===== src/rtl/imem_writer_if.sv =====
`timescale 1ns/1ps
// imem_writer_if
//   Bundles every non-clock/reset signal of the instruction-memory loader.
//   The word stream, the session control and the byte-wide memory write port
//   all live here.
//
//   Handshake: a word transfer happens on a rising clk edge where valid_i and
//   ready_o are both 1. The producer keeps word_i/last_i stable while valid_i
//   is high. The loader raises ready_o only while it waits for a word.
//
//   Signals (named from the loader's point of view):
//     start_i  : one-cycle pulse that opens a load session
//     base_i   : first byte address of the session, sampled with start_i
//     word_i   : 32-bit instruction word
//     valid_i  : word_i / last_i are valid
//     last_i   : the offered word is the final word of the session
//     ready_o  : loader accepts word_i this cycle
//     we_o     : byte write enable to the memory
//     wa_o     : byte write address (0 unless we_o)
//     wd_o     : byte write data (0 unless we_o)
//     busy_o   : session in progress
//     done_o   : one-cycle pulse, session completed normally
//     err_o    : sticky, session aborted on address overflow
//     count_o  : words fully written in the current or last session
//     state_o  : current FSM state, for debug and checker binding
//   Modports:
//     slave  : the loader itself
//     master : the word producer / session controller
interface imem_writer_if #(
    parameter int ADDRESS_WIDTH = 32,
    parameter int DATA_WIDTH    = 8
);
    logic                     start_i;
    logic [ADDRESS_WIDTH-1:0] base_i;
    logic [31:0]              word_i;
    logic                     valid_i;
    logic                     last_i;
    logic                     ready_o;
    logic                     we_o;
    logic [ADDRESS_WIDTH-1:0] wa_o;
    logic [DATA_WIDTH-1:0]    wd_o;
    logic                     busy_o;
    logic                     done_o;
    logic                     err_o;
    logic [15:0]              count_o;
    logic [1:0]               state_o;

    modport slave (
        input  start_i, base_i, word_i, valid_i, last_i,
        output ready_o, we_o, wa_o, wd_o, busy_o, done_o, err_o, count_o,
        output state_o
    );

    modport master (
        output start_i, base_i, word_i, valid_i, last_i,
        input  ready_o, we_o, wa_o, wd_o, busy_o, done_o, err_o, count_o,
        input  state_o
    );
endinterface


===== src/rtl/imem_writer.sv =====
`timescale 1ns/1ps
// imem_writer
//   Loads 32-bit instruction words into a byte-wide instruction memory.
//   A session opens with start_i and base_i. Each word accepted through the
//   valid/ready handshake is written as four bytes on four consecutive cycles.
//   The byte order is big-endian: word[31:24] goes to the lowest address. This
//   matches the 4-byte big-endian fetch of the instruction ROM. A byte whose
//   address falls outside the memory aborts the session and sets the sticky
//   err_o.
//
//   Ports:
//     clk  : clock, all state changes on the rising edge
//     rst  : asynchronous, active-high reset
//     bus  : imem_writer_if.slave (session control, word stream, write port,
//            status and debug state)
//
//   Timing: a word accepted at cycle N produces writes in cycles N+1..N+4.
//   With valid_i held high, the next handshake occurs in cycle N+5.
module imem_writer #(
    parameter int ADDRESS_WIDTH = 32,
    parameter int DATA_WIDTH    = 8,
    parameter int DEPTH         = 28
) (
    input  logic          clk,
    input  logic          rst,
    imem_writer_if.slave  bus
);

    typedef enum logic [1:0] {
        IDLE  = 2'd0,
        WAIT  = 2'd1,
        WRITE = 2'd2,
        DONE  = 2'd3
    } state_t;

    // Highest legal byte address. It is kept one bit wider than the address
    // so that it can be compared against the carry-extended address below.
    localparam logic [ADDRESS_WIDTH:0] LAST_ADDR = (ADDRESS_WIDTH+1)'(DEPTH - 1);

    state_t                   state;
    logic [ADDRESS_WIDTH-1:0] ptr;       // address of byte 0 of the current word
    logic [31:0]              word_q;    // word being written
    logic                     last_q;    // word_q closes the session
    logic [1:0]               idx;       // byte index within word_q
    logic                     ready_q;
    logic                     busy_q;
    logic                     done_q;
    logic                     err_q;
    logic [15:0]              count_q;

    // Byte address of the current WRITE cycle. The extra MSB catches a wrap
    // past 2^ADDRESS_WIDTH. A wrapped address therefore compares above
    // LAST_ADDR and fails the bounds check, just as an ordinary out-of-range
    // address does.
    logic [ADDRESS_WIDTH:0] addr_ext;
    logic                   in_bounds;
    logic [7:0]             byte_sel;
    logic                   we_int;

    assign addr_ext  = {1'b0, ptr} + {{(ADDRESS_WIDTH-1){1'b0}}, idx};
    assign in_bounds = (addr_ext <= LAST_ADDR);
    assign we_int    = (state == WRITE) && in_bounds;

    // Big-endian byte lane select.
    always_comb begin
        byte_sel = 8'h00;
        case (idx)
            2'd0: byte_sel = word_q[31:24];
            2'd1: byte_sel = word_q[23:16];
            2'd2: byte_sel = word_q[15:8];
            2'd3: byte_sel = word_q[7:0];
            default: byte_sel = 8'h00;
        endcase
    end

    // The write port is decoded from registered state only. The address and
    // data are forced to 0 whenever no write happens. Because state is reset
    // asynchronously, the write stops in the same cycle rst rises.
    assign bus.we_o    = we_int;
    assign bus.wa_o    = we_int ? addr_ext[ADDRESS_WIDTH-1:0] : '0;
    assign bus.wd_o    = we_int ? DATA_WIDTH'(byte_sel) : '0;

    assign bus.ready_o = ready_q;
    assign bus.busy_o  = busy_q;
    assign bus.done_o  = done_q;
    assign bus.err_o   = err_q;
    assign bus.count_o = count_q;
    assign bus.state_o = state;

    // Single FSM. The status flags ready/busy/done are registered together
    // with the state transition. Each flag therefore always matches the state
    // being entered.
    always_ff @(posedge clk or posedge rst) begin
        if (rst) begin
            state   <= IDLE;
            ptr     <= '0;
            word_q  <= '0;
            last_q  <= 1'b0;
            idx     <= 2'd0;
            ready_q <= 1'b0;
            busy_q  <= 1'b0;
            done_q  <= 1'b0;
            err_q   <= 1'b0;
            count_q <= 16'd0;
        end else begin
            done_q <= 1'b0;
            case (state)
                IDLE: begin
                    // err/count keep the result of the last session until a
                    // new one opens.
                    if (bus.start_i) begin
                        ptr     <= bus.base_i;
                        count_q <= 16'd0;
                        err_q   <= 1'b0;
                        state   <= WAIT;
                        ready_q <= 1'b1;
                        busy_q  <= 1'b1;
                    end
                end

                WAIT: begin
                    if (bus.valid_i) begin
                        word_q  <= bus.word_i;
                        last_q  <= bus.last_i;
                        idx     <= 2'd0;
                        state   <= WRITE;
                        ready_q <= 1'b0;
                    end
                end

                WRITE: begin
                    if (!in_bounds) begin
                        // Abort: the current byte was suppressed and the
                        // partial word is not counted.
                        err_q  <= 1'b1;
                        state  <= IDLE;
                        busy_q <= 1'b0;
                    end else if (idx == 2'd3) begin
                        ptr <= ptr + ADDRESS_WIDTH'(4);
                        if (count_q != 16'hFFFF) begin
                            count_q <= count_q + 16'd1;
                        end
                        if (last_q) begin
                            state  <= DONE;
                            done_q <= 1'b1;
                        end else begin
                            state   <= WAIT;
                            ready_q <= 1'b1;
                        end
                    end else begin
                        idx <= idx + 2'd1;
                    end
                end

                DONE: begin
                    state  <= IDLE;
                    busy_q <= 1'b0;
                end

                default: begin
                    state   <= IDLE;
                    ready_q <= 1'b0;
                    busy_q  <= 1'b0;
                end
            endcase
        end
    end

endmodule


===== src/flat_wrapper.sv =====
// flat-port wrapper written by rule: the top's interface ports become plain ports
module imem_writer_flat 
#(
    parameter int ADDRESS_WIDTH = 32,
    parameter int DATA_WIDTH    = 8,
    parameter int DEPTH         = 28
)
  (clk, rst, bus_start_i, bus_base_i, bus_word_i, bus_valid_i, bus_last_i, bus_ready_o, bus_we_o, bus_wa_o, bus_wd_o, bus_busy_o, bus_done_o, bus_err_o, bus_count_o, bus_state_o);
  imem_writer_if #(.ADDRESS_WIDTH(ADDRESS_WIDTH), .DATA_WIDTH(DATA_WIDTH)) bus_i ();
  input  logic clk;
  input  logic rst;
  input wire logic [$bits(bus_i.start_i)-1:0] bus_start_i;
  input wire logic [$bits(bus_i.base_i)-1:0] bus_base_i;
  input wire logic [$bits(bus_i.word_i)-1:0] bus_word_i;
  input wire logic [$bits(bus_i.valid_i)-1:0] bus_valid_i;
  input wire logic [$bits(bus_i.last_i)-1:0] bus_last_i;
  output wire logic [$bits(bus_i.ready_o)-1:0] bus_ready_o;
  output wire logic [$bits(bus_i.we_o)-1:0] bus_we_o;
  output wire logic [$bits(bus_i.wa_o)-1:0] bus_wa_o;
  output wire logic [$bits(bus_i.wd_o)-1:0] bus_wd_o;
  output wire logic [$bits(bus_i.busy_o)-1:0] bus_busy_o;
  output wire logic [$bits(bus_i.done_o)-1:0] bus_done_o;
  output wire logic [$bits(bus_i.err_o)-1:0] bus_err_o;
  output wire logic [$bits(bus_i.count_o)-1:0] bus_count_o;
  output wire logic [$bits(bus_i.state_o)-1:0] bus_state_o;
  assign bus_i.start_i = bus_start_i;
  assign bus_i.base_i = bus_base_i;
  assign bus_i.word_i = bus_word_i;
  assign bus_i.valid_i = bus_valid_i;
  assign bus_i.last_i = bus_last_i;
  assign bus_ready_o = bus_i.ready_o;
  assign bus_we_o = bus_i.we_o;
  assign bus_wa_o = bus_i.wa_o;
  assign bus_wd_o = bus_i.wd_o;
  assign bus_busy_o = bus_i.busy_o;
  assign bus_done_o = bus_i.done_o;
  assign bus_err_o = bus_i.err_o;
  assign bus_count_o = bus_i.count_o;
  assign bus_state_o = bus_i.state_o;
  imem_writer #(.ADDRESS_WIDTH(ADDRESS_WIDTH), .DATA_WIDTH(DATA_WIDTH), .DEPTH(DEPTH)) u_core (.clk(clk), .rst(rst), .bus(bus_i));
endmodule

===== config.mk =====
export PLATFORM = sky130hd
export DESIGN_NAME = imem_writer_flat
export DESIGN_NICKNAME = d
export VERILOG_FILES = /design/src/rtl/imem_writer_if.sv /design/src/rtl/imem_writer.sv /design/src/flat_wrapper.sv
export SDC_FILE = /design/constraint.sdc
export NUM_CORES = 1
export LEC_CHECK = 0
export CORE_ASPECT_RATIO = 0.6
export CORE_MARGIN = 4
export CORE_UTILIZATION = 34
export DETAILED_ROUTE_END_ITERATION = 6
export DONT_BUFFER_PORTS = 1
export PLACE_DENSITY = 0.51
export SLEW_MARGIN = 20
export SYNTH_ARGS = -nofsm -noshare
export SYNTH_HDL_FRONTEND = slang
export SYNTH_SLANG_ARGS = --single-unit

===== constraint.sdc =====
create_clock -name clk -period 11.89 [get_ports clk]
set_input_delay 2.378 -clock clk [delete_from_list [all_inputs] [get_ports clk]]
set_output_delay 2.378 -clock clk [all_outputs]
set_load 0.02 [all_outputs]

==> qor.yml, run 1 <==
timing:
  measured_slew_at_the_worst_slew_check_pin_ps: 787.7
  maxSlewHeadroom_pct: 46.91
  grt_setup_unrepaired: "false"
  setup_viol: 0
  fin_tns_setup_ps: 0
  finalMaxSlewViolations: 0
  finClkSkew_ps: 9.889
  finalHoldViolations: 0
  timing.final.crit_share_pct: 60.92
  worst_hold_slack_ps: 511.8
  post-route-min-period_ps: 7243
  clock.fmax_mhz: 138.1
yosys:
  synthesis.area_mm2: 0.005469
  edff_count_synth: 0
  synthDistinctLibCells: 62
  synthesis.instances: 614
  synth_seq_cells: 89
  sequential_element_share_of_the_synthesized_area_pct: 40.72
  ys.warnings.count: 0
  synth_area_per_cell_um2: 8.907
  yosys_most_used_dff: "sky130_fd_sc_hd__dfrtp_1"
  synth_async_sr_flop_share_pct: 100.0
die:
  die_height_um: 106.2
  core_area_mm2: 0.01555
  floorplan.rows: 35
  die_area_mm2: 0.01825
  fp.dieW_um: 171.7
  floorplan.initialDensity_pct: 35.18
  floorplan.io_pins: 132
clock_network:
  cts_tree: "built"
  clock-root-buffer: "sky130_fd_sc_hd__clkbuf_16"
  cts_sink_count: 89
  gates_resized_cts_repair: 0
  cts_buffer_depth: 2
  post_cts_buffers: 0
  cts_made_buffers: 9
  cts-hold-fix-buffers: 0
  insertion_delay_ps: 350
  h-tree-depth: 3
  worst_setup_hold_path_clk_slew_ps: 80
hold_path:
  holdCritPathClass: "reg2reg"
worst_setup_path:
  worst_ep_arrival_time_ps: 4870
  worst-setup-path-type: "reg2out"
  cp_data_required_time_ps: 9510
  critPathCaptureType: "output port"
  crit_fanout: 18
  setup.worst_path.start_class: "flip-flop"
detailed_routing:
  detail_routed_net_length_per_standard_cell_um: 20.99
  drt_pass1_iterations: 5
  drcViolationCount: 0
  vias_per_cell: 5.752
  detail_route.iter0.violations: 483
  drtAntennaViolNets: 0
  route.final.wire_length_um: 16890
  dr_total_vias: 4630
pwr:
  p_leak_nw: 2.338
  power_per_cell_area_mw_per_mm2: 251.2
  peakVddDrop_uv: 87.97
global_routing:
  grt_first_pass_wirelength_um: 26190
  grt_start_max_net_pins: 51
  number_of_global_route_vias_before_repair: 4390
  track_usage_pct: 18.54
  overflow: 0
  grt_antenna_before_repair: 1
finish:
  multi_input_combinational_cell_area_mm2: 0.002934
  count_of_fill_cells_added_during_filler_insertion: 1553
  finish.net_count: 678
  sequential_area_mm2: 0.002227
  drive_gt1_share_pct: 11.81
  area.growth.synth_to_final_pct: 6.886
placed_design:
  port_buffers: 0
  place_hpwl_um: 12430
  place_congestion: 0.8973
job:
  cap_violations: 0
run_status:
  status: "complete, no violations"
==> layout by cell type, fill, tap and decap left out, drive strengths merged, types with 5 or more instances in the layout <==
master,n
a21oi,43
a222oi,8
a22oi,8
and3,6
buf,6
clkbuf,9
clkinv,5
conb,27
dfrtp,89
ha,12
inv,22
mux2,33
mux2i,6
nand2,55
nand3,32
nand4,21
nor2,72
nor3,8
nor4,14
o21ai,29
o22ai,11
or3,11
or4,7
xnor2,9
xor2,11
==> layout make-up <==
class,count,share of cell area [%]
Antenna cell,1,0.04281
Clock buffer,9,3.853
Clock inverter,7,1.391
Inverter,20,1.306
Multi-Input combinational cell,470,50.19
Sequential cell,89,38.10
Tap cell,203,4.345
Timing Repair Buffer,6,0.7705
==> per-layer routing <==
layer	vias to the layer above	global-route usage, %	part of all wire, %
li1	2148	-	-
met1	2298	29.07	51
met2	161	23.99	39
met3	21	6.169	8.2
met4	2	4.431	1.3
met5	-	0	0.077
==> power by group <==
part           total [W]  internal, W  switching, W
Combinational   0.000585     0.000232      0.000352
Clock           0.000293     0.000150      0.000143
Sequential      0.000590     0.000425      0.000166
Total            0.00147     0.000807      0.000661
==> synth_stat cells, types with 2 or more instances <==
master | instances | area share, %
sky130_fd_sc_hd__ha_1 | 12 | 2.7
sky130_fd_sc_hd__nand2_1 | 54 | 3.7
sky130_fd_sc_hd__o31ai_1 | 3 | 0.41
sky130_fd_sc_hd__a22oi_1 | 8 | 1.1
sky130_fd_sc_hd__buf_4 | 28 | 3.8
sky130_fd_sc_hd__nor2b_1 | 3 | 0.34
sky130_fd_sc_hd__nor4_1 | 13 | 1.5
sky130_fd_sc_hd__xor2_1 | 11 | 1.8
sky130_fd_sc_hd__o22ai_1 | 11 | 1.3
sky130_fd_sc_hd__a32o_1 | 2 | 0.37
sky130_fd_sc_hd__clkbuf_1 | 22 | 1.5
sky130_fd_sc_hd__inv_1 | 20 | 1.4
sky130_fd_sc_hd__or2_2 | 3 | 0.34
sky130_fd_sc_hd__buf_2 | 6 | 0.55
sky130_fd_sc_hd__nor3_1 | 8 | 0.73
sky130_fd_sc_hd__xnor2_1 | 9 | 1.4
sky130_fd_sc_hd__nand4_1 | 20 | 2.3
sky130_fd_sc_hd__or3_1 | 11 | 1.3
sky130_fd_sc_hd__and4_1 | 4 | 0.64
sky130_fd_sc_hd__mux2_2 | 33 | 6.8
sky130_fd_sc_hd__o21bai_1 | 2 | 0.27
sky130_fd_sc_hd__and3_1 | 6 | 0.69
sky130_fd_sc_hd__mux2i_1 | 6 | 1.1
sky130_fd_sc_hd__nor2_1 | 72 | 4.9
sky130_fd_sc_hd__a222oi_1 | 8 | 1.5
sky130_fd_sc_hd__o32ai_1 | 2 | 0.32
sky130_fd_sc_hd__a21oi_1 | 43 | 3.9
sky130_fd_sc_hd__buf_1 | 5 | 0.34
sky130_fd_sc_hd__a31oi_1 | 2 | 0.23
sky130_fd_sc_hd__nand3_1 | 32 | 2.9
sky130_fd_sc_hd__dfrtp_1 | 89 | 41
sky130_fd_sc_hd__or4_1 | 5 | 0.69
sky130_fd_sc_hd__o21ai_0 | 29 | 2.7
sky130_fd_sc_hd__and2_1 | 3 | 0.34
sky130_fd_sc_hd__or4_4 | 2 | 0.41
==> flip-flops by register name, indices dropped and copies added, names as in the netlist <==
name	flops
u_core.bus.busy_o	1
u_core.bus.count_o	16
u_core.bus.done_o	1
u_core.bus.err_o	1
u_core.bus.ready_o	1
u_core.bus.state_o	2
u_core.idx	2
u_core.last_q	1
u_core.ptr	32
u_core.word_q	32
==> worst max-delay path: stages, from the launching register on <==
cell and delay, ps:
sky130_fd_sc_hd__dfrtp_1 460, sky130_fd_sc_hd__ha_1 220, sky130_fd_sc_hd__inv_1 60, sky130_fd_sc_hd__fa_1 490, sky130_fd_sc_hd__and4b_1 420, sky130_fd_sc_hd__and4_1 380
sky130_fd_sc_hd__nand4_1 150, sky130_fd_sc_hd__a211oi_2 240, sky130_fd_sc_hd__nand4b_1 230, sky130_fd_sc_hd__nor4_2 670, sky130_fd_sc_hd__nand2_1 640, sky130_fd_sc_hd__nor2_1 530
==> per-stage QoR <==
stage	power, W	cells	setup slack [ps]	instance area (um^2)	utilization [%]
finish	0.001468	805	4647	5846	37.60
floorplan	0.001004	640	5665	5567	-
CTS	0.001469	804	4320	5837	37.55
global route	0.001570	804	4339	5843	37.59
global placement	0.001159	788	4960	5530	35.57
detailed placement	0.001170	788	4736	5530	35.57
==> worst paths after layout <==
kind	from	end	slack [ps]	cells past startpoint
setup / recovery	u_core.idx[0]	bus_wa_o[1]	4650	11
hold / removal	u_core.ptr[0]	u_core.ptr[0]	510	2
setup reg to reg	u_core.idx[0]	u_core.bus.busy_o	7150	13
hold reg to reg	u_core.ptr[0]	u_core.ptr[0]	510	2
max in group asynchronous	rst	u_core.word_q[24]	8730	2
min in group asynchronous	rst	u_core.bus.count_o[7]	2020	1
==> cell families after synthesis <==
logic type	Yosys count	synth area share, %
and+or+nand+nor	243	22.19
muxes	39	7.893
buffers and inverters	81	7.618
AOI/OAI and AO/OA	128	15.19
other	1	0.06857
DFF	89	40.72
xor gates and xnor gates	20	3.203
adders and majority gates	13	3.111
(Power assumes the default switching activity.)
==> run 2: changes to the inputs <==
==> constraint.sdc (replaced) <==
create_clock -name clk -period 7.22 [get_ports clk]
set_input_delay 1.444 -clock clk [delete_from_list [all_inputs] [get_ports clk]]
set_output_delay 1.444 -clock clk [all_outputs]
set_load 0.02 [all_outputs]
==> run 2 against run 1 <==
Design area hardly changed. Count of clock-buffer cells in the layout stayed put. Largest power group unchanged. Critical endpoint unchanged. Combinational power is 64% higher. Flip-flop and latch count stayed put.
==> qor.yml, run 2 (synthesis results as in run 1) <==
detailed_routing:
  route.final.wire_length_um: 16690  # -1.2%
  detail_route.iter0.violations: 590  # +22%
  detail_routed_net_length_per_standard_cell_um: 20.76  # -1.1%
  dr_total_vias: 4673  # +0.93%
  vias_per_cell: 5.812  # +1.1%
  drt_pass1_iterations: 6  # +1
  drtAntennaViolNets: 0  # unchanged
  drcViolationCount: 0  # unchanged
die:
  die_area_mm2: 0.01825  # unchanged
  floorplan.initialDensity_pct: 35.18  # unchanged
  floorplan.rows: 35  # unchanged
  fp.dieW_um: 171.7  # unchanged
  core_area_mm2: 0.01555  # unchanged
  die_height_um: 106.2  # unchanged
  floorplan.io_pins: 132  # unchanged
placed_design:
  place_hpwl_um: 12340  # -0.67%
  dp_cells: 788  # unchanged
  pre_cts_ws_ps: 1037  # -3699 ps
  port_buffers: 0  # unchanged
  place_congestion: 0.8974  # about the same
pwr:
  cell_internal_pwr_w: 0.001330  # +65%
  net_switching_share_of_the_total_power_pct: 44.80  # -0.24 points
  p_leak_nw: 2.339  # about the same
  pwr-share-clk_pct: 19.9  # about the same
  power_per_cell_area_mw_per_mm2: 412.4  # +64%
  peakVddDrop_uv: 121.6  # +38%
  power.net_switching_w: 0.001079  # +63%
  comb_power_share_pct: 39.9  # about the same
  power_frac_seq_pct: 40.2  # about the same
worst_setup_path:
  critPathCaptureType: "output port"
  worst_path_dominant_cell_family: "simple AND/OR/NAND/NOR gates"
  worst_ep_arrival_time_ps: 5160  # +290 ps
  worst-setup-path-type: "reg2out"
  slowest_stage: "sky130_fd_sc_hd__nor4_1"
  cp_cell_sequence: "ha_1 > inv_1 > fa_1 > and4b_1 > and4_1 > nand4_1 > a211oi_2 > nand4b_1 > nor4_1 > nand2_1 > nor2_1"
  crit_fanout: 18  # unchanged
  cp_data_required_time_ps: 5780  # -3730 ps
  crit_buf_inv: 1  # unchanged
  max_stage_delay_ps: 940  # +270 ps
  r2r_setup_slack_ps: 2150  # -5000 ps
  critical_path_depth: 11  # unchanged
  r2r_cells: 13  # unchanged
  setup.worst_path.start_class: "flip-flop"
job:
  cap_violations: 0  # unchanged
timing:
  worst_slack_ps: 618.9  # -4028 ps
  clock.fmax_mhz: 151.5
  measured_slew_at_the_worst_slew_check_pin_ps: 1049  # +261.7 ps
  finalHoldViolations: 0  # unchanged
  setup_viol: 0  # unchanged
  timing.final.crit_share_pct: 91.43
  maxSlewHeadroom_pct: 29.39  # -18 points
  post-route-min-period_ps: 6601
  grt_setup_unrepaired: "false"
  finalMaxSlewViolations: 0  # unchanged
  worst_hold_slack_ps: 510.1  # -1.724 ps
  finClkSkew_ps: 11.24  # +1.354 ps
  fin_tns_setup_ps: 0  # unchanged
finish:
  final_core_util_pct: 37.58  # about the same
  final_cells: 804  # -0.12%
  most_common_cell_after_layout_fill_and_taps_aside: "sky130_fd_sc_hd__dfrtp_1"
  drive_gt1_share_pct: 11.65  # -0.17 points
  layout_common_cells: "sky130_fd_sc_hd__dfrtp_1, sky130_fd_sc_hd__nor2_1, sky130_fd_sc_hd__nand2_1, sky130_fd_sc_hd__a21oi_1, sky130_fd_sc_hd__mux2_2"
  count_of_fill_cells_added_during_filler_insertion: 1545  # -0.52%
  antenna-diode-count: 0  # -1
  area.growth.synth_to_final_pct: 6.818  # about the same
  finish.net_count: 678  # unchanged
global_routing:
  number_of_global_route_vias_before_repair: 4392  # +0.046%
  track_usage_pct: 18.50  # -0.034 points
  overflow: 0  # unchanged
  grt_start_max_net_pins: 51  # unchanged
  grt_first_pass_wirelength_um: 26200  # about the same
  grt_antenna_before_repair: 1  # unchanged
clock_network:
  gates_resized_cts_repair: 0  # unchanged
  post_cts_buffers: 0  # unchanged
  insertion_delay_ps: 350  # about the same
  clock-root-buffer: "sky130_fd_sc_hd__clkbuf_16"
  cts-hold-fix-buffers: 0  # unchanged
  cts_buffer_depth: 2  # unchanged
  cts_tree: "built"
  worst_setup_hold_path_clk_slew_ps: 70  # about the same
  cts_made_buffers: 9  # unchanged
  cts_sink_count: 89  # unchanged
  h-tree-depth: 3  # unchanged
run_status:
  status: "complete, no violations"
hold_path:
  min_path_cells: 1  # -1
  holdCritPathClass: "reg2reg"
run 2: worst paths after layout:
path | startpoint | to
worst max-delay path | u_core.idx[0] | bus_wa_o[1]
worst min-delay path | u_core.word_q[13] | u_core.word_q[13]
worst max register to register | u_core.idx[0] | u_core.bus.busy_o
worst min register to register | u_core.word_q[13] | u_core.word_q[13]
max in group asynchronous | rst | u_core.word_q[28]
min in group asynchronous | rst | u_core.bus.count_o[5]
run 2: power groups by stage:
| stage | combinational (W) | clock (W) | sequential (W) |
|---|---|---|---|
| floorplan | 0.000815 | 0 | 0.000838 |
| global placement | 0.000942 | 0 | 0.000967 |
| detailed placement | 0.000952 | 0 | 0.000969 |
| CTS | 0.000956 | 0.000492 | 0.000962 |
| global route | 0.00108 | 0.000516 | 0.000996 |
| finish | 0.000962 | 0.000480 | 0.000968 |
run 2: metal layers:
metal  part of all wire, %  track usage (%)
met5                 0.078                0
met4                   1.3            4.262
met3                    10            6.132
met2                    39            23.88
met1                    49            29.15
run 2: area by class of cell:
class                      instances  area, um^2  share of cell area [%]
multi-input combinational        470        2928                   50.12
sequential                        89        2227                   38.12
tap                              203       254.0                   4.348
clock buffer                       9       225.2                   3.855
clock inverter                     7       86.33                   1.478
inverter                          20       76.32                   1.306
timing repair buffer               6       45.04                  0.7710
run 2: metrics by stage:
step,cell area (um^2),power [W]
after CTS,5842,0.002410
after global placement,5530,0.001909
after floorplan,5567,0.001653
after global routing,5842,0.002590
after detailed placement,5530,0.001920
final,5842,0.002409
==> run 3: changes to the inputs <==
--- a/config.mk
+++ b/config.mk
@@ -5,6 +5,7 @@
 export SDC_FILE = /design/constraint.sdc
 export NUM_CORES = 1
 export LEC_CHECK = 0
+export CAP_MARGIN = 20
 export CORE_ASPECT_RATIO = 0.6
 export CORE_MARGIN = 4
 export CORE_UTILIZATION = 34
==> run 3 against run 2 <==
Routed wire length shrank 0.30%. Largest cell class unchanged. Worst hold slack got worse by 1.6 ps. Count of clock-buffer cells in the layout stayed put. Clock power is essentially flat. Die area unchanged. Clock skew shrank 1.3 ps. Highest routed layer unchanged. Design area is essentially flat.
==> qor.yml, run 3 (synthesis results as in run 1) <==
clock_network:
  cts_sink_count: 89  # unchanged
  gates_resized_cts_repair: 0  # unchanged
  cts_buffer_depth: 2  # unchanged
  clock-root-buffer: "sky130_fd_sc_hd__clkbuf_16"
  h-tree-depth: 3  # unchanged
  insertion_delay_ps: 350  # about the same
  post_cts_buffers: 0  # unchanged
  worst_setup_hold_path_clk_slew_ps: 70  # about the same
  cts-hold-fix-buffers: 0  # unchanged
  cts_tree: "built"
  cts_made_buffers: 9  # unchanged
pwr:
  peakVddDrop_uv: 121.2  # -0.30%
  p_leak_nw: 2.344  # +0.20%
  power.total_w: 0.002407  # about the same
  power_per_cell_area_mw_per_mm2: 411.7  # -0.17%
detailed_routing:
  detail_routed_net_length_per_standard_cell_um: 20.67  # -0.42%
  vias_per_cell: 5.758  # -0.94%
  drcViolationCount: 0  # unchanged
  detail_route.iter0.violations: 523  # -11%
  drt_pass1_iterations: 6  # unchanged
  drtAntennaViolNets: 0  # unchanged
  dr_total_vias: 4635  # -0.81%
  route.final.wire_length_um: 16640  # -0.30%
placed_design:
  place_congestion: 0.8974  # unchanged
  port_buffers: 0  # unchanged
  place_hpwl_um: 12340  # unchanged
  pre_cts_ws_ps: 1037  # unchanged
worst_setup_path:
  crit_fanout: 18  # unchanged
  worst-setup-path-type: "reg2out"
  cp_data_required_time_ps: 5780  # about the same
  r2r_cells: 14  # +1
  slowest_stage: "sky130_fd_sc_hd__nor2_1"
  max_stage_delay_ps: 520  # -420 ps
  critPathCaptureType: "output port"
  setup.worst_path.start_class: "flip-flop"
  cp_cell_sequence: "ha_1 > inv_1 > fa_1 > and4b_1 > and4_1 > nand4_1 > a211oi_2 > nand4b_1 > nor4_1 > clkbuf_2 > nand2_1 > nor2_1"
  worst_ep_arrival_time_ps: 4560  # -600 ps
timing:
  worst_hold_slack_ps: 508.5  # -1.587 ps
  finalMaxSlewViolations: 0  # unchanged
  clock.fmax_mhz: 166.7  # +10%
  post-route-min-period_ps: 6000  # -601.6 ps
  finalHoldViolations: 0  # unchanged
  grt_setup_unrepaired: "false"
  finClkSkew_ps: 9.932  # -1.311 ps
  worst_slack_ps: 1220  # +601.6 ps
  fin_tns_setup_ps: 0  # unchanged
  measured_slew_at_the_worst_slew_check_pin_ps: 834.6  # -214.9 ps
  setup_viol: 0  # unchanged
  maxSlewHeadroom_pct: 43.75  # +14 points
  timing.final.crit_share_pct: 83.10  # -8.3 points
die:
  fp.dieW_um: 171.7  # unchanged
  core_area_mm2: 0.01555  # unchanged
  floorplan.io_pins: 132  # unchanged
  die_area_mm2: 0.01825  # unchanged
  floorplan.rows: 35  # unchanged
  die_height_um: 106.2  # unchanged
  floorplan.initialDensity_pct: 35.18  # unchanged
global_routing:
  overflow: 0  # unchanged
  grt_first_pass_wirelength_um: 26200  # unchanged
  track_usage_pct: 18.50  # unchanged
  number_of_global_route_vias_before_repair: 4392  # unchanged
  grt_antenna_before_repair: 1  # unchanged
  grt_start_max_net_pins: 51  # unchanged
run_status:
  status: "complete, no violations"
job:
  cap_violations: 0  # unchanged
finish:
  most_common_cell_after_layout_fill_and_taps_aside: "sky130_fd_sc_hd__dfrtp_1"
  area.growth.synth_to_final_pct: 6.909  # about the same
  antenna-diode-count: 0  # unchanged
  count_of_fill_cells_added_during_filler_insertion: 1546  # +0.065%
  layout_common_cells: "sky130_fd_sc_hd__dfrtp_1, sky130_fd_sc_hd__nor2_1, sky130_fd_sc_hd__nand2_1, sky130_fd_sc_hd__a21oi_1, sky130_fd_sc_hd__mux2_2"
  finish.net_count: 679  # +0.15%
  drive_gt1_share_pct: 11.79  # +0.15 points
hold_path:
  min_path_cells: 2  # +1
  holdCritPathClass: "reg2reg"
==> run 3: cell types whose count changed in the layout (fill, tap and decap cells not counted), sizes merged <==
cell    change
clkbuf      +1
==> run 3: power by group <==
part	switching (W)	leakage [nW]	internal (W)
Sequential	0.000269	1.08	0.000700
Clock	0.000230	0.150	0.000247
Combinational	0.000578	1.11	0.000383
==> run 3: worst max-delay path, delay by kind of cell (launching register included) <==
family | cells | cell delay [ps]
AND/OR/NAND/NOR | 7 | 2540
flip-flops | 1 | 440
adder cells (fa/ha/maj) | 2 | 690
AO/OA/AOI/OAI | 1 | 230
buffers and inverters | 2 | 300
==> run 3: path summary, 6_finish.rpt <==
check	startpoint	to	slack (ps)
min in group asynchronous	rst	u_core.bus.count_o[5]	1090
worst min register to register	u_core.ptr[0]	u_core.ptr[0]	510
max in group asynchronous	rst	u_core.word_q[28]	5010
worst min-delay path	u_core.ptr[0]	u_core.ptr[0]	510
worst max register to register	u_core.idx[0]	u_core.bus.busy_o	2750
worst max-delay path	u_core.idx[0]	bus_wa_o[1]	1220
==> run 3: per-layer routing <==
layer,share of wire (%),vias to the layer above,track usage [%]
met4,1.3,2,4.262
met2,39,199,23.88
met5,0.078,-,0
met3,9.7,17,6.132
li1,-,2147,-
met1,50,2270,29.15
==> run 3: final cells by class <==
class	count	area [um^2]	share of cell area, %
clock inverters	7	86.33	1.477
multi-input cells	470	2928	50.07
clock buffers	9	225.2	3.852
well taps	203	254.0	4.344
repair buffers	7	50.05	0.8560
inverters	20	76.32	1.305
flip-flops and latches	89	2227	38.09
==> run 3: per-stage QoR <==
| step | util, % | instances | cell area (um^2) |
|---|---|---|---|
| floorplan | - | 640 | 5567 |
| global placement | 35.57 | 788 | 5530 |
| detailed placement | 35.57 | 788 | 5530 |
| CTS | 37.58 | 804 | 5842 |
| global route | 37.61 | 805 | 5847 |
| finish | 37.61 | 805 | 5847 |
==> variant 1: new RTL, flow settings as in run 3 <==
`DATA_WIDTH` is set to 8 in 3 places; all go to 7.
--- a/src/rtl/imem_writer_if.sv
+++ b/src/rtl/imem_writer_if.sv
@@ -30,3 +30,3 @@
     parameter int ADDRESS_WIDTH = 32,
-    parameter int DATA_WIDTH    = 8
+    parameter int DATA_WIDTH    = 7
 );
--- a/src/rtl/imem_writer.sv
+++ b/src/rtl/imem_writer.sv
@@ -20,3 +20,3 @@
     parameter int ADDRESS_WIDTH = 32,
-    parameter int DATA_WIDTH    = 8,
+    parameter int DATA_WIDTH    = 7,
     parameter int DEPTH         = 28
--- a/src/flat_wrapper.sv
+++ b/src/flat_wrapper.sv
@@ -4,3 +4,3 @@
     parameter int ADDRESS_WIDTH = 32,
-    parameter int DATA_WIDTH    = 8,
+    parameter int DATA_WIDTH    = 7,
     parameter int DEPTH         = 28
Ports: changed (resized bus_wd_o); port bits go from 132 to 131. The function was not compared with the original's and may differ.
==> variant 1 against run 3 <==
Final area decreased by 4.4%; register-to-register slack improved by 0.07 ns; synthesized area down 4.7%; count of clock-buffer cells in the layout is the same; via count down 6.9%; wire length down 14%; global-route usage fell by 2.2 points; power shrank 6.8%; setup slack worse by 0.26 ns; sequential cell count shrank 4; combinational power down 11%; critical path type unchanged; critical endpoint is now bus_wa_o[0]; largest cell class unchanged.
==> variant 1: results (changes against run 3) <==
* Leakage at 2.279 nW (was 2.344 nW)
* Reg2reg end: u_core.bus.state_o[0] (was u_core.bus.busy_o)
* Status: finished, final reports clean (unchanged)
* Clock skew at 0.01115 ns (was 0.009932 ns)
* Worst-case reg-to-reg path depth at 12 (was 14)
* Endpoint of the worst setup timing path: bus_wa_o[0] (was bus_wa_o[1])
* Peak supply drop at 176.3 uV (was 121.2 uV)
* CP arrival at 4.81 ns (was 4.56 ns)
* Hpwl dp at 10,530 um (was 12,340 um)
* Worst reg-to-reg setup slack at 2.82 ns (was 2.75 ns)
* Synth cell count leaders: nand2_1, dfrtp_1, nor2_1, a21oi_1, mux2_2 (was dfrtp_1, nor2_1, nand2_1, a21oi_1, mux2_2)
* Hold_ws at 0.4981 ns (was 0.5085 ns)
* Largest fanout of any net on the critical path at 46 (was 18)
* Routed wire per std cell at 18.44 um (was 20.67 um)
* Largest net degree at the start of global routing at 59 (was 51)
* Mean number of vias per cell at 5.539 (was 5.758)
* Max Clock Freq at 159.9 MHz (was 166.7 MHz)
* Initial antenna violation count at 1 (unchanged)
* Placed insts at 760 (was 788)
* Number of iterations in the first detailed-routing pass at 4 (was 6)
* Fraction of layout cells with a size suffix above 1 at 11.42% (was 11.79%)
* Seq/Total Area, Yosys at 40.83% (was 40.72%)
* Placer congestion estimate at 0.8070 (was 0.8974)
* Global-route wire length before repair at 22,940 um (was 26,200 um)
* Total Nets Final at 655 (was 679)
* CP Launch Point: u_core.idx[1] (was u_core.idx[0])
* Worst Tran Pin Value at 0.9408 ns (was 0.8346 ns)
* Total of fill cells in the finished design at 1,504 (was 1,546)
* Total GRT Usage at 16.28% (was 18.50%)
* Origin of the critical flop-to-flop path: u_core.idx[1] (was u_core.idx[0])
* DRC marker count from the first detailed-route iteration at 401 (was 523)
-- variant 1: changes by cell type after synthesis, sizes merged, moves of 5 or more --
cell / run 3 / this run
a21oi: 43 / 33
a22oi: 8 / 0
nand2: 55 / 98
nand3: 32 / 23
nor2: 72 / 44
nor4: 14 / 8
o21ai: 29 / 24
o22ai: 11 / 6
xnor2: 9 / 4
xor2: 11 / 6
-- variant 1: final cells by class --
type	count	area [um^2]	area share, %
clock buffers	9	225.2	4.030
well taps	198	247.7	4.434
clock inverters	7	78.83	1.411
inverters	20	76.32	1.366
diodes	3	7.507	0.1343
multi-input cells	453	2775	49.66
flip-flops and latches	85	2127	38.07
repair buffers	4	50.05	0.8957
-- variant 1: layer usage --
| metal | GRT usage [%] | part of all wire, % | vias up | wire, um |
|---|---|---|---|---|
| met1 | 24.05 | 49 | 2108 | 7095 |
| met3 | 4.558 | 6.3 | 10 | 898 |
| met5 | 0 | 0 | - | 0 |
| met4 | 3.416 | 0.91 | 0 | 131 |
| li1 | - | - | 2048 | - |
| met2 | 23.74 | 43 | 149 | 6243 |
-- variant 1: critical path, cell delays in order (launching register included) --
cell and delay (ns):
dfrtp_1 0.47, inv_1 0.14, fa_1 0.57, nand4b_1 0.49
o21ai_0 0.29, nand3_1 0.09, a2111oi_0 0.45, o2111ai_1 0.21
or3_1 0.34, buf_4 0.27, or2_2 0.48, inv_1 0.32
and2_1 0.32
-- variant 1: how the worst min path moves through the flow --
stage	from	to	depth (start not counted)
5_1_grt	u_core.word_q[1]	u_core.word_q[1]	1
6_report	u_core.ptr[0]	u_core.ptr[0]	2
4_1_cts	u_core.ptr[0]	u_core.ptr[0]	2
2_1_floorplan	u_core.ptr[0]	u_core.ptr[0]	2
3_3_place_gp	u_core.ptr[0]	u_core.ptr[0]	2
3_5_place_dp	u_core.ptr[0]	u_core.ptr[0]	2
-- variant 1: cell families (layout without fill, tap and decap cells) --
group	Yosys count	after routing	share of synthesized area, %
simple gates	257	257	24.52
mux	34	34	7.301
other cells	1	30	0.07198
buf+inv	80	40	7.925
fa+ha+maj	13	13	3.266
xor+xnor	10	10	1.681
flops	85	85	40.83
compound gates	112	112	14.41
-- variant 1: report_power, final --
part	total [mW]	switching [mW]	internal, mW
clock network	0.469	0.224	0.245
registers	0.922	0.252	0.671
logic	0.851	0.503	0.348
==> variant 2: new RTL, flow settings as in run 3 <==
Without the edit above. Reset style: synchronous (`rst`), changed in one clocked block. Comments in the files are not updated.
--- a/src/rtl/imem_writer.sv
+++ b/src/rtl/imem_writer.sv
@@ -92,3 +92,3 @@
     // being entered.
-    always_ff @(posedge clk or posedge rst) begin
+    always_ff @(posedge clk) begin
         if (rst) begin
Formal check against the unedited RTL: differs if rst is asserted again (counterexample within 4 cycles, from zero or initial values and one cycle with rst high); with rst held inactive, the same outputs for 4 cycles.
==> variant 2 against run 3 <==
Critical path depth shrank 1; sequential share of layout area shrank 6.5 points; setup slack lost 0.17 ns; critical path type unchanged; synthesized area shrank 2.6%; largest power group unchanged; sequential cell count is the same; first-iteration DRC count shrank 0.19%; via count grew 10%; wire length grew 1.7%; power shrank 17%; final area shrank 3.6%.
==> variant 2: results (changes against run 3) <==
* Status: finished, final reports clean (unchanged)
* Placer congestion estimate at 0.9057 (was 0.8974)
* Clock skew at 0.008180 ns (was 0.009932 ns)
* Seq/Total Area, Yosys at 33.44% (was 40.72%)
* Leakage at 1.868 nW (was 2.344 nW)
* Cell accounting for the most synthesized area: dfxtp_1 (was dfrtp_1)
* Vias in the first global route at 4,489 (was 4,392)
* Unique masters post-synth at 64 (was 62)
* Endpoint of the worst setup timing path: bus_wd_o[6] (was bus_wa_o[1])
* Total GRT Usage at 18.28% (was 18.50%)
* Peak supply drop at 134.9 uV (was 121.2 uV)
* Fraction of layout cells with a size suffix above 1 at 5.814% (was 11.79%)
* Largest net degree at the start of global routing at 87 (was 51)
* CP Launch Point: u_core.idx[0] (unchanged)
* Synth cell count leaders: nand2_1, dfxtp_1, a21oi_1, nor2_1 (was dfrtp_1, nor2_1, nand2_1, a21oi_1, mux2_2)
* Global-route wire length before repair at 25,680 um (was 26,200 um)
* Number of iterations in the first detailed-routing pass at 7 (was 6)
* Initial antenna violation count at 2 (was 1)
* Crit-path slowest cell: or4_1 (was nor2_1)
* Worst-case reg-to-reg path depth at 11 (was 14)
* Slew Limit Headroom at 31.22% (was 43.75%)
* Routed wire per std cell at 18.99 um (was 20.67 um)
* Total of fill cells in the finished design at 1,648 (was 1,546)
* Hpwl dp at 12,300 um (was 12,340 um)
* Async set or reset register ratio after synthesis at 0% (was 100.0%)
* Mean number of vias per cell at 5.733 (was 5.758)
* Largest fanout of any net on the critical path at 15 (was 18)
==> variant 2: cell count changes after synthesis, moves of 20 or more <==
cell	delta
a21oi_1	+33
dfxtp_1	+89
nand2_1	+70
nor2_1	-20
mux2_2	-32
dfrtp_1	-89
==> variant 2: cells by family (layout without fill, tap and decap cells) <==
group           count (synthesis)  count (layout)  share of synthesized area (%)
simple gates                  321             321                          30.27
buf+inv                       102              50                          9.274
flops                          89              89                          33.44
fa+ha+maj                      13              13                          3.193
xor+xnor                       14              14                          2.301
mux                             6               6                          1.151
compound gates                168             168                          20.31
other cells                     1              27                        0.07037
==> variant 2: how the worst min path moves through the flow <==
| stage | startpoint | to | slack, ns |
|---|---|---|---|
| detailed placement | u_core.word_q[15] | u_core.word_q[15] | 0.45 |
| finish | u_core.word_q[15] | u_core.word_q[15] | 0.46 |
| global placement | u_core.word_q[1] | u_core.word_q[1] | 0.44 |
| floorplan | u_core.last_q | u_core.bus.done_o | 0.42 |
| global route | u_core.word_q[23] | u_core.word_q[23] | 0.48 |
| CTS | u_core.word_q[15] | u_core.word_q[15] | 0.46 |
==> variant 2: power groups by stage <==
stage / logic, mW / registers (mW) / clock network (mW)
2_1_floorplan: 0.614 / 0.702 / 0
3_3_place_gp: 0.726 / 0.769 / 0
3_5_place_dp: 0.741 / 0.773 / 0
4_1_cts: 0.747 / 0.762 / 0.484
5_1_grt: 0.844 / 0.785 / 0.508
6_report: 0.759 / 0.767 / 0.471
==> variant 2: cell type report <==
class	instances	share of cell area (%)
clock buffers	9	3.997
inverters	32	2.132
clock inverters	7	1.288
flip-flops and latches	89	31.62
repair buffers	2	0.2665
well taps	203	4.508
multi-input cells	549	56.18
==> variant 2: per-layer routing <==
| layer | global-route usage, % | vias up | wire length [um] |
|---|---|---|---|
| li1 | - | 2434 | - |
| met1 | 28.62 | 2426 | 8580 |
| met2 | 23.63 | 227 | 6470 |
| met3 | 6.427 | 17 | 1698 |
| met4 | 3.217 | 4 | 142 |
| met5 | 0 | - | 27 |
==> variant 2: worst max-delay path, delay by kind of cell, from the launching register on <==
kind                     cells  cell delay, ns
buffers and inverters        1            0.07
AND/OR/NAND/NOR              7            2.88
flip-flops                   1            0.44
adder cells (fa/ha/maj)      2            0.72
multiplexers                 1            0.27
==> variant 2: through the flow <==
step           hold slack [ns]  instance area [um^2]  utilization (%)  setup slack, ns  std cells
6_report                0.4562                  5634            36.65            1.050        891
5_1_grt                 0.4773                  5634            36.65           0.8022        891
4_1_cts                 0.4556                  5624            36.59            1.124        891
3_5_place_dp            0.4458                  5326            34.65            1.534        875
3_3_place_gp            0.4412                  5326            34.65            1.814        875
2_1_floorplan           0.4224                  5426                -            2.243        740
